$ cat config.mk
export PLATFORM = sky130hd
export DESIGN_NAME = led_fade_ctrl_flat
export DESIGN_NICKNAME = d
export VERILOG_FILES = /design/src/rtl/led_fade_ctrl_if.sv /design/src/rtl/led_fade_ctrl.sv /design/src/flat_wrapper.sv
export SDC_FILE = /design/constraint.sdc
export NUM_CORES = 1
export LEC_CHECK = 0
export ABC_AREA = 0
export CAP_MARGIN = 10
export CORE_ASPECT_RATIO = 1.25
export CORE_MARGIN = 2
export CORE_UTILIZATION = 63
export DETAILED_ROUTE_END_ITERATION = 12
export PLACE_DENSITY = 0.81
export SLEW_MARGIN = 0
export SYNTH_ARGS = -nofsm -noshare
export SYNTH_HDL_FRONTEND = slang
export SYNTH_SLANG_ARGS = --single-unit
$ cat constraint.sdc
create_clock -name clk -period 8.52 [get_ports clk]
set_input_delay 1.704 -clock clk [delete_from_list [all_inputs] [get_ports clk]]
set_output_delay 1.704 -clock clk [all_outputs]
set_load 0.02 [all_outputs]
$ cat src/rtl/led_fade_ctrl_if.sv
`default_nettype none
// ============================================================================
//  Module      : led_fade_ctrl_if
//  Description : Valid/ready command port carrying a channel index and a
//                target duty value for the LED fade controller.
//  Revision    : 1.0  initial release
// ============================================================================
interface led_fade_ctrl_if #(
  parameter int DW = 7
);
  logic          cmd_valid;
  logic          cmd_ready;
  logic [3:0]    cmd_ch;
  logic [DW-1:0] cmd_duty;

  // Requester side drives the command, controller answers with ready.
  modport master (output cmd_valid, cmd_ch, cmd_duty, input cmd_ready);
  modport slave  (input cmd_valid, cmd_ch, cmd_duty, output cmd_ready);
endinterface
`default_nettype wire

$ cat src/rtl/led_fade_ctrl.sv
`default_nettype none
// ============================================================================
//  Module      : led_fade_ctrl
//  Description : Sixteen-channel PWM LED controller. A shared period counter
//                drives all channels; a serial ramp engine moves each channel's
//                current duty toward its target by at most STEP per period, and
//                the active duty is reloaded only at period boundaries.
//  Revision    : 1.0  initial release
// ============================================================================
module led_fade_ctrl #(
  parameter int PERIOD = 64,
  parameter int STEP   = 8,
  parameter int DW     = $clog2(PERIOD + 1)
) (
  input  wire logic        clk,
  input  wire logic        rst_n,
  input  wire logic [15:0] sw,
  led_fade_ctrl_if.slave   cmd,
  output logic [15:0]      led,
  output logic             busy,
  output logic             period_tick
);

  localparam int NCH      = 16;
  localparam int CW       = $clog2(PERIOD);
  // The gap to the target never exceeds PERIOD, so a larger STEP behaves
  // exactly like PERIOD and this keeps the constant representable in DW bits.
  localparam int STEP_EFF = (STEP > PERIOD) ? PERIOD : STEP;

  localparam logic [CW-1:0] CNT_MAX  = CW'(PERIOD - 1);
  localparam logic [DW-1:0] DUTY_MAX = DW'(PERIOD);
  localparam logic [DW-1:0] STEP_W   = DW'(STEP_EFF);

  typedef enum logic [0:0] {
    ST_IDLE = 1'b0,
    ST_RAMP = 1'b1
  } state_t;

  state_t                   state_q, state_d;
  logic [CW-1:0]            cnt_q, cnt_d;
  logic [3:0]               idx_q, idx_d;
  logic [NCH-1:0][DW-1:0]   tgt_q, tgt_d;
  logic [NCH-1:0][DW-1:0]   cur_q, cur_d;
  logic [NCH-1:0][DW-1:0]   act_q, act_d;
  logic [NCH-1:0]           led_q, led_d;
  logic                     tick_q, tick_d;

  logic                     wrap;
  logic                     accept;
  logic [DW-1:0]            cmd_clamped;
  logic [DW-1:0]            cur_sel;
  logic [DW-1:0]            tgt_sel;
  logic [DW-1:0]            ramp_val;

  // One ramp step for the channel under the engine: move toward the target by
  // at most STEP, landing exactly on the target when closer than that.
  always_comb begin
    cur_sel  = cur_q[idx_q];
    tgt_sel  = tgt_q[idx_q];
    ramp_val = cur_sel;
    if (cur_sel < tgt_sel) begin
      ramp_val = ((tgt_sel - cur_sel) > STEP_W) ? (cur_sel + STEP_W) : tgt_sel;
    end else if (cur_sel > tgt_sel) begin
      ramp_val = ((cur_sel - tgt_sel) > STEP_W) ? (cur_sel - STEP_W) : tgt_sel;
    end
  end

  // Period counter, command capture, ramp sequencing and act reload.
  always_comb begin
    wrap        = (cnt_q == CNT_MAX);
    cnt_d       = wrap ? '0 : (cnt_q + CW'(1));
    tick_d      = wrap;
    state_d     = state_q;
    idx_d       = idx_q;
    tgt_d       = tgt_q;
    cur_d       = cur_q;
    act_d       = act_q;

    accept      = cmd.cmd_valid && (state_q == ST_IDLE);
    cmd_clamped = (cmd.cmd_duty > DUTY_MAX) ? DUTY_MAX : cmd.cmd_duty;
    if (accept) begin
      tgt_d[cmd.cmd_ch] = cmd_clamped;
    end

    if (state_q == ST_RAMP) begin
      cur_d[idx_q] = ramp_val;
      idx_d        = idx_q + 4'd1;
      if (idx_q == 4'hF) begin
        state_d = ST_IDLE;
      end
    end

    // The sweep always finishes long before the wrap, so these never collide.
    if (wrap) begin
      act_d   = cur_q;
      state_d = ST_RAMP;
      idx_d   = '0;
    end
  end

  // PWM compare per channel against the period-stable active duty.
  for (genvar i = 0; i < NCH; i++) begin : g_led
    assign led_d[i] = sw[i] & (DW'(cnt_q) < act_q[i]);
  end

  // All state registers with asynchronous active-low reset.
  always_ff @(posedge clk or negedge rst_n) begin
    if (!rst_n) begin
      state_q <= ST_IDLE;
      cnt_q   <= '0;
      idx_q   <= '0;
      tgt_q   <= '0;
      cur_q   <= '0;
      act_q   <= '0;
      led_q   <= '0;
      tick_q  <= 1'b0;
    end else begin
      state_q <= state_d;
      cnt_q   <= cnt_d;
      idx_q   <= idx_d;
      tgt_q   <= tgt_d;
      cur_q   <= cur_d;
      act_q   <= act_d;
      led_q   <= led_d;
      tick_q  <= tick_d;
    end
  end

  assign led           = led_q;
  assign period_tick   = tick_q;
  assign busy          = (state_q == ST_RAMP);
  assign cmd.cmd_ready = (state_q == ST_IDLE);

endmodule
`default_nettype wire

$ cat src/flat_wrapper.sv
// flat-port wrapper written by rule: the top's interface ports become plain ports
module led_fade_ctrl_flat 
#(
  parameter int PERIOD = 64,
  parameter int STEP   = 8,
  parameter int DW     = $clog2(PERIOD + 1)
)
  (clk, rst_n, sw, led, busy, period_tick, cmd_cmd_valid, cmd_cmd_ch, cmd_cmd_duty, cmd_cmd_ready);
  led_fade_ctrl_if #(.DW(DW)) cmd_i ();
  input  wire logic clk;
  input  wire logic rst_n;
  input  wire logic [15:0] sw;
  output logic [15:0] led;
  output logic busy;
  output logic period_tick;
  input wire logic [$bits(cmd_i.cmd_valid)-1:0] cmd_cmd_valid;
  input wire logic [$bits(cmd_i.cmd_ch)-1:0] cmd_cmd_ch;
  input wire logic [$bits(cmd_i.cmd_duty)-1:0] cmd_cmd_duty;
  output wire logic [$bits(cmd_i.cmd_ready)-1:0] cmd_cmd_ready;
  assign cmd_i.cmd_valid = cmd_cmd_valid;
  assign cmd_i.cmd_ch = cmd_cmd_ch;
  assign cmd_i.cmd_duty = cmd_cmd_duty;
  assign cmd_cmd_ready = cmd_i.cmd_ready;
  led_fade_ctrl #(.PERIOD(PERIOD), .STEP(STEP), .DW(DW)) u_core (.clk(clk), .rst_n(rst_n), .sw(sw), .cmd(cmd_i), .led(led), .busy(busy), .period_tick(period_tick));
endmodule
### Yosys cells after proc, flatten, opt, wreduce, memory -nomap -nowiden

Index checks and enable logic that the tools add are counted.
Widths: inputs -> output; s select.

| word-level totals | value |
|---|---|
| register bits after elaboration | 364 |
| bits in latches | 0 |
| RAM bits | 0 |
| memory bits (read-only) | 0 |
| bits of input ports | 30 |
| output and inout port bits | 19 |
| word-level logic and storage cells | 128 |
| memories kept | 0 |

| cells by class | value |
|---|---|
| add/subtract/negate cells | 6 |
| multipliers | 0 |
| divide/modulo/power cells | 0 |
| order comparisons | 25 |
| equal/unequal tests | 2 |
| shifts and indexed selects | 0 |
| muxes and demuxes | 21 |
| bitwise gates (word level) | 17 |
| reduce and logical (&&, ||, !) cells | 4 |

Operator list:

| operator | count |
|---|---|
| $bwmux 112 | 2 |
| $lt 6x7->1 | 16 |
| $mux 7 | 9 |
| $bmux 7 s4 | 2 |
| $demux 7 s4 | 2 |
| $and 1x1->1 | 16 |
| $gt 7x4->1 const B | 2 |
| $sub 7x7->7 | 2 |
| $lt 4x5->1 const B | 2 |
| $ge 4x1->1 const B | 2 |
| $mux 4 | 2 |
| $add 7x4->7 const B | 1 |
| $gt 7x7->1 | 1 |
| $gt 7x7->1 const B | 1 |
| $lt 7x7->1 | 1 |
| $sub 7x4->7 const B | 1 |
| $add 6x1->6 const B | 1 |
| $eq 6x6->1 const B | 1 |
| $mux 6 | 1 |
| $add 4x1->4 const B | 1 |
| $eq 4x4->1 const B | 1 |
| $logic_and 1x1->1 | 3 |
| $mux 1 | 3 |
| $reduce_bool 2->1 | 1 |
| $not 1->1 | 1 |

### Longest topological paths before layout

| depth | value |
|---|---|
| word-level depth | 8 |
| depth in mapped cells | 22 |
| depth with buffers taken out | 16 |

### Worst setup path before layout

OpenSTA, ideal clock, no wires.

| timing | value |
|---|---|
| path kind | register -> register |
| start | reg u_core.idx_q[0] |
| end | reg u_core.cur_q[35] in the netlist's numbering |
| setup time | 125 ps |
| arrival time | 4,499 ps |
| data required time | 8,395 ps |
| path slack | 3,896 ps |
| cell stages (with the launch flop) | 19 |
| buffers on the path | 5 |
| period minus slack after synthesis | 4,624 ps |
| cells stage by stage | dfrtp_1 > buf_6 > buf_12 > buf_12 > buf_2 > mux4_2 > mux4_2 > inv_1 > ha_1 > inv_1 > fa_1 > nor4b_1 > a21oi_1 > a311o_1 > a21oi_4 > a21o_2 > mux2i_4 > buf_8 > a21oi_2 |

| between the ends | value |
|---|---|
| longest elaborated chain between the ends | 8 |
| elaborated cells between the ends (all ways) | 22 |
| those cells by class | add/sub: 4; order compare: 6; mux: 11; reduce/logical: 1 |

RTL lines:

| element | RTL line | text |
|---|---|---|
| from (decl) | led_fade_ctrl.sv:41 | `logic [3:0] idx_q, idx_d;` |
| from (signal assigned) | led_fade_ctrl.sv:120 | `idx_q <= idx_d;` |
| $bmux 7 s4 (on tied branches) | led_fade_ctrl.sv:58, led_fade_ctrl.sv:59 |  |
| $mux 7 (on tied branches) | led_fade_ctrl.sv:58, led_fade_ctrl.sv:59 |  |
| $sub 7x7->7 | led_fade_ctrl.sv:64 | `ramp_val = ((cur_sel - tgt_sel) > STEP_W) ? (cur_sel - STEP_W) : tgt_sel;` |
| $gt 7x4->1 | led_fade_ctrl.sv:64 |  |
| $mux 7 | led_fade_ctrl.sv:64 |  |
| $mux 7 | led_fade_ctrl.sv:63 | `end else if (cur_sel > tgt_sel) begin` |
| $mux 7 | led_fade_ctrl.sv:61 | `if (cur_sel < tgt_sel) begin` |
| $bwmux 112 (*) | led_fade_ctrl.sv:86 | `cur_d[idx_q] = ramp_val;` |
| to (signal assigned) | led_fade_ctrl.sv:122 | `cur_q <= cur_d;` |
| to (decl) | led_fade_ctrl.sv:43 | `logic [NCH-1:0][DW-1:0] cur_q, cur_d;` |

Every way passes the cells marked *; elsewhere a longest branch is shown, timed or not. The select of a mux whose other input is x is not followed.
A chain may end at the register's enable or synchronous reset.

### Final worst setup path

| timing | value |
|---|---|
| start | reg u_core.idx_q[0] |
| end | reg u_core.cur_q[7] in the netlist's numbering |

Same word-level chain as after synthesis.

==> metrics.txt <==
Flop pwr share 0.469; status complete, no violations; minimum clock period 5440 ps; Post-Place Cell Area 18700 sq um; cell leakage power 8.99 nW; Slowest-stage cell, CP dfrtp_4; vias in the first global route 12700; Multi-input gate area 8210 sq um; Initial Util 0.640; Seq/Total Area, Yosys 0.500; Crit. path cell count 14; DR WL/cell 20.0 microns; CTS Buffer Depth 3; Buffers on Ports 48; DRC errors left 0; worst hold slack 473 ps; Synthesized Nets 1788; DRT Wirelength 40.7 mm; initial DRC count 641; initial antenna violation count 0; overall routing resource usage 0.281; placed cells 1970; setup_tns 0 ps; Top delay family on crit path multiplexers; Die W 156 microns; I/O pins 49; HPWL reported at the end of detailed placement 26.8 mm; Buf/Inv on CP 2; # clock sinks 364; crit end category register; Async S/R FF share, synth 1.00; measured slew at the worst slew-check pin 1150 ps; fmax 184 MHz; Hold Buf Count CTS 0; hold path cells 2; commonest cells after routing, fill and taps aside dfrtp_1 (362), nand2_1 (233), o21ai_0 (205), ha_1 (100), inv_1 (97); clock buffer count from CTS 38; Area Overhead vs Synth 9.50%; Die Y 194 microns; clock network fraction of design power 0.426; Synthesis Warnings 0; sw frac 0.245; H-tree depth 2; Root Driver clkbuf_16; Via density 6.09; kind of start point of the critical path register; clock latency on the worst-skew pair 530 ps; CTS resizes 0; layout cells sized above 1 0.136; hold crit path type reg2reg; Crit Path Category reg2reg; Std-Cell Rows 69; Synth Flop Type dfrtp_1; maximum VDD drop 0.201 mV; routability cong. 0.902; Cell Int Power 3.00 mW; Max Slew Vio Count 0; Storage cell area 9110 sq um; synth unique cells 63; antenna-violating nets left 0; Syn Area/Cell 11.0 sq um; combinational group share of total power 0.104; max-cap violations 0; worst stage delay on the critical path 1190 ps; Mapped Area 18200 sq um; clk_skew 11.4 ps; commonest non-fill, non-tap cell in the layout dfrtp_1; Pre-Repair DR Iteration Count 7; Cell Pwr Density 199 nW/um^2; flops & latches, synth 364; core area 28500 sq um; crit path cell chain mux4_2 > mux2_2 > o21ai_1 > inv_1 > ha_1 > inv_1 > fa_1 > nor4b_1 > a21oi_1 > a311o_1 > a21oi_4 > a21o_2 > mux2i_4 > a21oi_1; CTS tree done; fin nets 1786; die area 30300 sq um; required time worst endpoint 8890 ps; RSZ-0062 raised after global routing false; net switching power 0.977 mW; ANT cells 0; pin count of the biggest net entering global routing 132; GR Overflow Total 0; final period utilization 0.639; Worst R2R Path Depth 14; Arr. time, crit path 5810 ps; Worst-path clk slew 60 ps; Post CTS Setup Buffer Count 0; final core occ 0.701; via count 12400; post-route cell area 20000 sq um; Final Hold Viols 0; Fill cells 2020; number of synthesized flops with an enable pin 0; fin cells 2034; CP Max Fanout 61; normalized max-slew margin 0.234; Setup Viol. Count Final 0; first-pass GRT wire length 67.1 mm; cell count after synthesis 1657
per-stage QoR:
step           power [mW]  worst slack, ps
2_1_floorplan        2.17             3900
3_3_place_gp         2.29             3210
3_5_place_dp         2.31             3140
4_1_cts              4.00             3080
5_1_grt              4.12             2760
6_report             3.98             3080
registers in the layout, indices dropped and copies added, names as in the netlist:
register and cells:
u_core.act_q 112, u_core.cur_q 112, u_core.tgt_q 112, u_core.led 16, u_core.cnt_q 6, u_core.idx_q 4
u_core.busy 1, u_core.period_tick 1
worst register-to-register path, cell delays in order (launching register included):
cell and delay [ps]:
dfrtp_4 1190, mux4_2 660, mux2_2 270, o21ai_1 240, inv_1 130, ha_1 220
inv_1 70, fa_1 420, nor4b_1 270, a21oi_1 70, a311o_1 390, a21oi_4 230
a21o_2 310, mux2i_4 660, a21oi_1 150
final timing paths:
kind,slack [ps],endpoint,startpoint
worst min register to register,470,u_core.tgt_q[39],u_core.tgt_q[39]
min in group asynchronous,1240,u_core.act_q[111],rst_n
worst min-delay path,470,u_core.tgt_q[39],u_core.tgt_q[39]
worst max register to register,3080,u_core.cur_q[7],u_core.idx_q[0]
max in group asynchronous,5610,u_core.idx_q[0],rst_n
worst max-delay path,3080,u_core.cur_q[7],u_core.idx_q[0]
power by group through the flow:
| stage | Clock [mW] | Sequential [mW] | Combinational, mW |
|---|---|---|---|
| 2_1_floorplan | 0 | 1.88 | 0.295 |
| 3_3_place_gp | 0 | 1.89 | 0.400 |
| 3_5_place_dp | 0 | 1.90 | 0.413 |
| 4_1_cts | 1.72 | 1.87 | 0.418 |
| 5_1_grt | 1.79 | 1.88 | 0.456 |
| 6_report | 1.70 | 1.87 | 0.415 |
logic make-up after synthesis:
group / count (synthesis) / share of synthesized area
AND/OR/NAND/NOR: 433 / 0.107
AO/OA/AOI/OAI: 386 / 0.120
flip-flops: 364 / 0.500
buffers and inverters: 200 / 0.0512
multiplexers: 163 / 0.147
adder cells (fa/ha/maj): 101 / 0.0697
XOR/XNOR: 10 / 0.00480
synthesized netlist by cell type, drive strengths merged (2+ instances only):
master | number | area [sq um]
a21o | 21 | 159
a21oi | 93 | 514
a22oi | 8 | 60.1
a311o | 2 | 20.0
and2 | 3 | 18.8
and3 | 17 | 106
and3b | 2 | 17.5
buf | 50 | 338
clkbuf | 50 | 220
dfrtp | 364 | 9110
ha | 100 | 1250
inv | 99 | 372
mux2 | 88 | 991
mux2i | 13 | 180
mux4 | 62 | 1510
nand2 | 235 | 887
nand2b | 39 | 244
nand3 | 26 | 130
nand4 | 3 | 18.8
nor2 | 62 | 233
nor2b | 30 | 188
nor3 | 7 | 45.0
nor3b | 2 | 15.0
o211ai | 3 | 27.5
o21a | 18 | 135
o21ai | 231 | 1200
o22ai | 2 | 12.5
or3 | 2 | 12.5
xnor2 | 4 | 35.0
xor2 | 6 | 52.6
final cells by class:
cell class,instances,area share
repair buffers,58,0.0281
clock buffers,51,0.0546
inverters,100,0.0188
flip-flops and latches,364,0.456
multi-input cells,1093,0.411
well taps,355,0.0222
clock inverters,13,0.00877
routing by layer:
layer,track usage,up-vias,wire (microns)
li1,-,5754,-
met1,0.360,6192,16400
met2,0.479,336,20800
met3,0.0402,104,1700
met4,0.124,0,1870
met5,0,-,0
No activity file was read; power rests on OpenSTA's default activity.
